===== src/rtl/spi_slave_ctrl.sv =====
// SPI slave serial front end: shifts MOSI frames into RAM command words and
// serialises the RAM read byte onto MISO after a read-data command.
module spi_slave_ctrl #(
    parameter int MEM_WIDTH = 8
) (
    input  logic                 clk,
    input  logic                 rst_n,
    input  logic                 SS_n,
    input  logic                 MOSI,
    output logic                 MISO,
    output logic [MEM_WIDTH+1:0] rx_data,
    output logic                 rx_valid,
    input  logic [MEM_WIDTH-1:0] tx_data,
    input  logic                 tx_valid
);

    localparam int W = MEM_WIDTH + 2;

    localparam logic [2:0] IDLE      = 3'd0;
    localparam logic [2:0] CHK_CMD   = 3'd1;
    localparam logic [2:0] WRITE     = 3'd2;
    localparam logic [2:0] READ_ADD  = 3'd3;
    localparam logic [2:0] READ_DATA = 3'd4;

    // Sub-phase within WRITE/READ_ADD/READ_DATA.
    localparam logic [1:0] PH_RX   = 2'd0;
    localparam logic [1:0] PH_WAIT = 2'd1;
    localparam logic [1:0] PH_TX   = 2'd2;
    localparam logic [1:0] PH_DONE = 2'd3;

    localparam logic [3:0] RX_LAST = 4'(MEM_WIDTH);
    localparam logic [3:0] TX_LAST = 4'(MEM_WIDTH - 1);

    logic [2:0]           state_q, state_d;
    logic [1:0]           phase_q, phase_d;
    logic [3:0]           cnt_q, cnt_d;
    logic [W-2:0]         rx_sr_q, rx_sr_d;
    logic [MEM_WIDTH-1:0] tx_sr_q, tx_sr_d;
    logic [W-1:0]         rx_data_q, rx_data_d;
    logic                 rx_valid_q, rx_valid_d;
    logic                 miso_q, miso_d;
    logic                 rd_addr_done_q, rd_addr_done_d;

    always_comb begin
        state_d        = state_q;
        phase_d        = phase_q;
        cnt_d          = cnt_q;
        rx_sr_d        = rx_sr_q;
        tx_sr_d        = tx_sr_q;
        rx_data_d      = rx_data_q;
        rx_valid_d     = 1'b0;
        miso_d         = miso_q;
        rd_addr_done_d = rd_addr_done_q;

        if (state_q == IDLE) begin
            cnt_d   = 4'd0;
            phase_d = PH_RX;
            miso_d  = 1'b0;
            if (!SS_n) begin
                state_d = CHK_CMD;
            end
        end else if (SS_n) begin
            // Abort: a frame cut short before bit 0 never strobes.
            state_d = IDLE;
            phase_d = PH_RX;
            cnt_d   = 4'd0;
            miso_d  = 1'b0;
        end else if (state_q == CHK_CMD) begin
            rx_sr_d = {{(W - 2){1'b0}}, MOSI};
            cnt_d   = 4'd0;
            phase_d = PH_RX;
            if (!MOSI) begin
                state_d = WRITE;
            end else if (rd_addr_done_q) begin
                state_d = READ_DATA;
            end else begin
                state_d = READ_ADD;
            end
        end else begin
            case (phase_q)
                PH_RX: begin
                    rx_sr_d = {rx_sr_q[W-3:0], MOSI};
                    cnt_d   = cnt_q + 4'd1;
                    if (cnt_q == RX_LAST) begin
                        rx_data_d  = {rx_sr_q, MOSI};
                        rx_valid_d = 1'b1;
                        cnt_d      = 4'd0;
                        if (state_q == READ_ADD) begin
                            rd_addr_done_d = 1'b1;
                        end
                        phase_d = (state_q == READ_DATA) ? PH_WAIT : PH_DONE;
                    end
                end
                PH_WAIT: begin
                    if (tx_valid) begin
                        miso_d  = tx_data[MEM_WIDTH-1];
                        tx_sr_d = {tx_data[MEM_WIDTH-2:0], 1'b0};
                        cnt_d   = 4'd0;
                        phase_d = PH_TX;
                    end
                end
                PH_TX: begin
                    if (cnt_q == TX_LAST) begin
                        miso_d  = 1'b0;
                        phase_d = PH_DONE;
                    end else begin
                        miso_d  = tx_sr_q[MEM_WIDTH-1];
                        tx_sr_d = {tx_sr_q[MEM_WIDTH-2:0], 1'b0};
                        cnt_d   = cnt_q + 4'd1;
                        // This edge drives the last data bit.
                        if (cnt_q == TX_LAST - 4'd1) begin
                            rd_addr_done_d = 1'b0;
                        end
                    end
                end
                default: begin
                end
            endcase
        end
    end

    always_ff @(posedge clk) begin
        if (!rst_n) begin
            state_q        <= IDLE;
            phase_q        <= PH_RX;
            cnt_q          <= 4'd0;
            rx_sr_q        <= '0;
            tx_sr_q        <= '0;
            rx_data_q      <= '0;
            rx_valid_q     <= 1'b0;
            miso_q         <= 1'b0;
            rd_addr_done_q <= 1'b0;
        end else begin
            state_q        <= state_d;
            phase_q        <= phase_d;
            cnt_q          <= cnt_d;
            rx_sr_q        <= rx_sr_d;
            tx_sr_q        <= tx_sr_d;
            rx_data_q      <= rx_data_d;
            rx_valid_q     <= rx_valid_d;
            miso_q         <= miso_d;
            rd_addr_done_q <= rd_addr_done_d;
        end
    end

    assign MISO     = miso_q;
    assign rx_data  = rx_data_q;
    assign rx_valid = rx_valid_q;

endmodule


===== config.mk =====
export PLATFORM = sky130hd
export DESIGN_NAME = spi_slave_ctrl
export DESIGN_NICKNAME = d
export VERILOG_FILES = /design/src/rtl/spi_slave_ctrl.sv
export SDC_FILE = /design/constraint.sdc
export NUM_CORES = 1
export LEC_CHECK = 0
export ABC_CLOCK_PERIOD_IN_PS = 2100
export CAP_MARGIN = 40
export CORE_ASPECT_RATIO = 0.7
export CORE_UTILIZATION = 53
export CTS_CLUSTER_SIZE = 16
export DETAILED_ROUTE_END_ITERATION = 10
export GPL_TIMING_DRIVEN = 0
export PLACE_DENSITY = 0.76
export SKIP_CTS_REPAIR_TIMING = 1
export SYNTH_ARGS = -nofsm -noshare
export SYNTH_HDL_FRONTEND = slang
export SYNTH_SLANG_ARGS = --single-unit

===== constraint.sdc =====
create_clock -name clk -period 2.1 [get_ports clk]
set_input_delay 0.42 -clock clk [delete_from_list [all_inputs] [get_ports clk]]
set_output_delay 0.42 -clock clk [all_outputs]
set_load 0.01 [all_outputs]

==> flow_summary_export.csv <==
group,metric,value,unit
setup_path,crit_chain,"inv_1 -> ha_1 -> and4b_1 -> and4b_1 -> buf_2 -> nand2_1 -> o211a_1",
grt,grt_pass1_wl,6390,um
synth,seq_area_frac_synth,0.424,
setup_path,worst-path-buf-inv,2,
sta,period_needed,1930,ps
synth,synth_top_cells_by_count,"dfxtp_1, mux2i_1, nor2b_1",
synth,synth_edf_count,0,
grt,overflow,0,
floorplanning,core,3190,um2
pwr,power.switching,0.302,mW
clock_network,clock_latency,300,ps
route,dr.pass1.iters,4,
route,wl_per_cell,15.2,um
synth,ys_seq_elements,38,
place,gp_congestion,0.882,
pwr,pwr-share-seq,0.464,
pwr,swShare,0.193,
layout,diodes,0,
route,via_per_inst,5.72,
setup_path,required,2290,ps
clock_network,root_buffer,"clkbuf_8",
sta,finClkSkew,4.90,ps
place,hpwlAfterDp,2810,um
route,drc_errors,0,
pwr,combPwrFrac,0.040,
flow_run,drv_cap,0,
layout,final_nets,236,
route,postRouteAntennaNets,0,
setup_path,max_stage_delay,380,ps
synth,syn_area,1790,um2
synth,synthArstFlopShare,0,
route,drtIter0Drc,111,
pwr,ir_drop,481,uV
route,wirelength,3860,um
clock_network,numCtsBuffers,5,
sta,tns,0,ps
min_path,hold-path-cell-count,1,
pwr,p_leak,0.952,nW
clock_network,cts_tree,"built",
route,vias,1453,
layout,post-route-util,0.697,
sta,rsz0062_at_grt,"no",
sta,hold_ws,489,ps
floorplanning,fp-row-count,17,
place,numPortBuffers,24,
sta,hold_viol_final,0,
clock_network,clockBufferDepth,2,
setup_path,crit_type,"reg2reg",
clock_network,clkSlewWorstSetupHoldPaths,80,ps
setup_path,cp_common_cell,"and4b_1",
sta,fmax,0.517,GHz
synth,yosysTopAreaCell,"dfxtp_1",
pwr,p_int,1.27,mW
sta,relSlewSlack,0.636,
setup_path,crit_family,"simple AND/OR/NAND/NOR gates",
floorplanning,die_x,71.5,um
setup_path,cp-start-kind,"flip-flop",
sta,setup_slack,167,ps
sta,min_period_over_period,0.921,
place,place_ws,105,ps
pwr,total_power,1.57,mW
floorplanning,die-area,3630,um2
layout,drive_above_1_share,0.0880,
sta,finalSetupViolations,0,
clock_network,clock-sinks,38,
synth,yosysMostFrequentCell,"dfxtp_1",
layout,areaGrowthSynthToFinish,24.0,%
synth,netlist.area_leader.share,0.424,
sta,finalMaxSlewViolations,0,
clock_network,h-tree-depth,2,
setup_path,path_depth,7,
setup_path,crit_arrival,2130,ps
min_path,hp-class,"reg2reg",
floorplanning,io_pins,25,
pwr,power-per-cell-area,705,nW/um2
synth,syn_area_per_cell,9.75,um2
synth,synth_area_leaders,"dfxtp_1, mux2i_1, nor2b_1",
floorplanning,die_h,50.7,um
synth,netlist_instances,184,
setup_path,slowest_stage,"dfxtp_1",
status,status,"completed",
grt,grt.total_usage,0.234,
setup_path,r2r.worst_path.cells,7,
grt,grt_max_degree,13,
grt,grt_pass1_vias,1340,
setup_path,cp-end-kind,"flip-flop",
grt,antenna_found_initial,0,
setup_path,critPathMaxFanout,10,
floorplanning,start_util,0.562,
synth,ys.flop_type,"dfxtp_1",
pwr,clkPwrFrac,0.495,
synth,yosysUniqueCellTypes,39,
synth,syn_nets,205,
synth,synth_warnings,0,
sta,worst_slew_pin_slew,546,ps
==> worst paths after layout <==
path                           start                 endpoint  slack, ps
min          rx_sr_q[8]$_SDFFE_PN0P_  rx_sr_q[8]$_SDFFE_PN0P_        490
max reg2reg  phase_q[0]$_SDFFE_PP0P_  tx_sr_q[4]$_SDFFE_PN0P_        170
min reg2reg  rx_sr_q[8]$_SDFFE_PN0P_  rx_sr_q[8]$_SDFFE_PN0P_        490
max          phase_q[0]$_SDFFE_PP0P_  tx_sr_q[4]$_SDFFE_PN0P_        170
==> layout by cell type, fill, tap and decap left out, types with 2 or more instances in the layout <==
cell	netlist	final
o211a_1	7	7
or3_1	2	2
nor2_1	10	10
inv_1	7	7
clkdlybuf4s50_1	0	24
buf_2	3	3
a22o_1	8	8
nand2_1	10	10
nor2b_1	17	17
nor4bb_1	3	3
bufinv_16	0	2
nand3b_1	2	2
a31oi_1	2	2
o21ai_0	5	5
a211oi_1	2	2
dfxtp_1	38	38
clkbuf_8	0	6
ha_1	8	8
nand2b_1	4	4
mux2i_1	18	18
and4b_1	2	2
clkbuf_1	4	4
nand3_1	6	6
a21oi_1	8	8
==> sequential cells by signal, indices dropped and copies added, names as in the netlist <==
name	count
rx_data	10
rx_sr_q	9
tx_sr_q	7
cnt_q	4
state_q	3
phase_q	2
MISO	1
rd_addr_done_q	1
rx_valid	1
==> per-layer routing <==
metal	GRT usage	up-vias	part of all wire	wire (um)
li1	-	714	-	-
met1	0.316	686	0.49	1880
met2	0.341	47	0.43	1670
met3	0.0944	6	0.068	263
met4	0.0719	0	0.012	47
met5	0	-	0	0
==> power groups by stage <==
stage / Sequential, mW / Clock [mW] / Combinational [mW]
after CTS: 0.727 / 0.781 / 0.0637
final: 0.727 / 0.777 / 0.0634
after detailed placement: 0.744 / 0 / 0.0633
after global routing: 0.728 / 0.807 / 0.0693
after floorplan: 0.743 / 0 / 0.0306
after global placement: 0.744 / 0 / 0.0613
==> stage by stage <==
stage | cell area, um2 | instances
after global placement | 2080 | 246
final | 2220 | 254
after detailed placement | 2080 | 246
after CTS | 2220 | 254
after floorplan | 1790 | 184
after global routing | 2220 | 254
==> cells by family after synthesis <==
kind of cell | Yosys count | share of synthesized area
mux | 18 | 0.100
flops | 38 | 0.424
fa+ha+maj | 8 | 0.0558
simple gates | 69 | 0.234
buf+inv | 16 | 0.0397
compound gates | 35 | 0.146
==> area by class of cell <==
cell class                      instances  area [um2]
Clock inverter                          2        60.1
Buffer                                  9        45.0
Fill cell                             242         966
Timing Repair Buffer                   24         240
Clock buffer                            6        82.6
Tap cell                               38        47.5
Sequential cell                        38         761
Inverter                                7        26.3
Multi-Input combinational cell        130         962
==> worst register-to-register path, delay by kind of cell (launching register included) <==
kind,cells,cell delay [ps]
and+or+nand+nor,3,680
DFF,1,380
buffers and inverters,2,330
adders and majority gates,1,310
AOI/OAI and AO/OA,1,130
(Power assumes the default switching activity.)
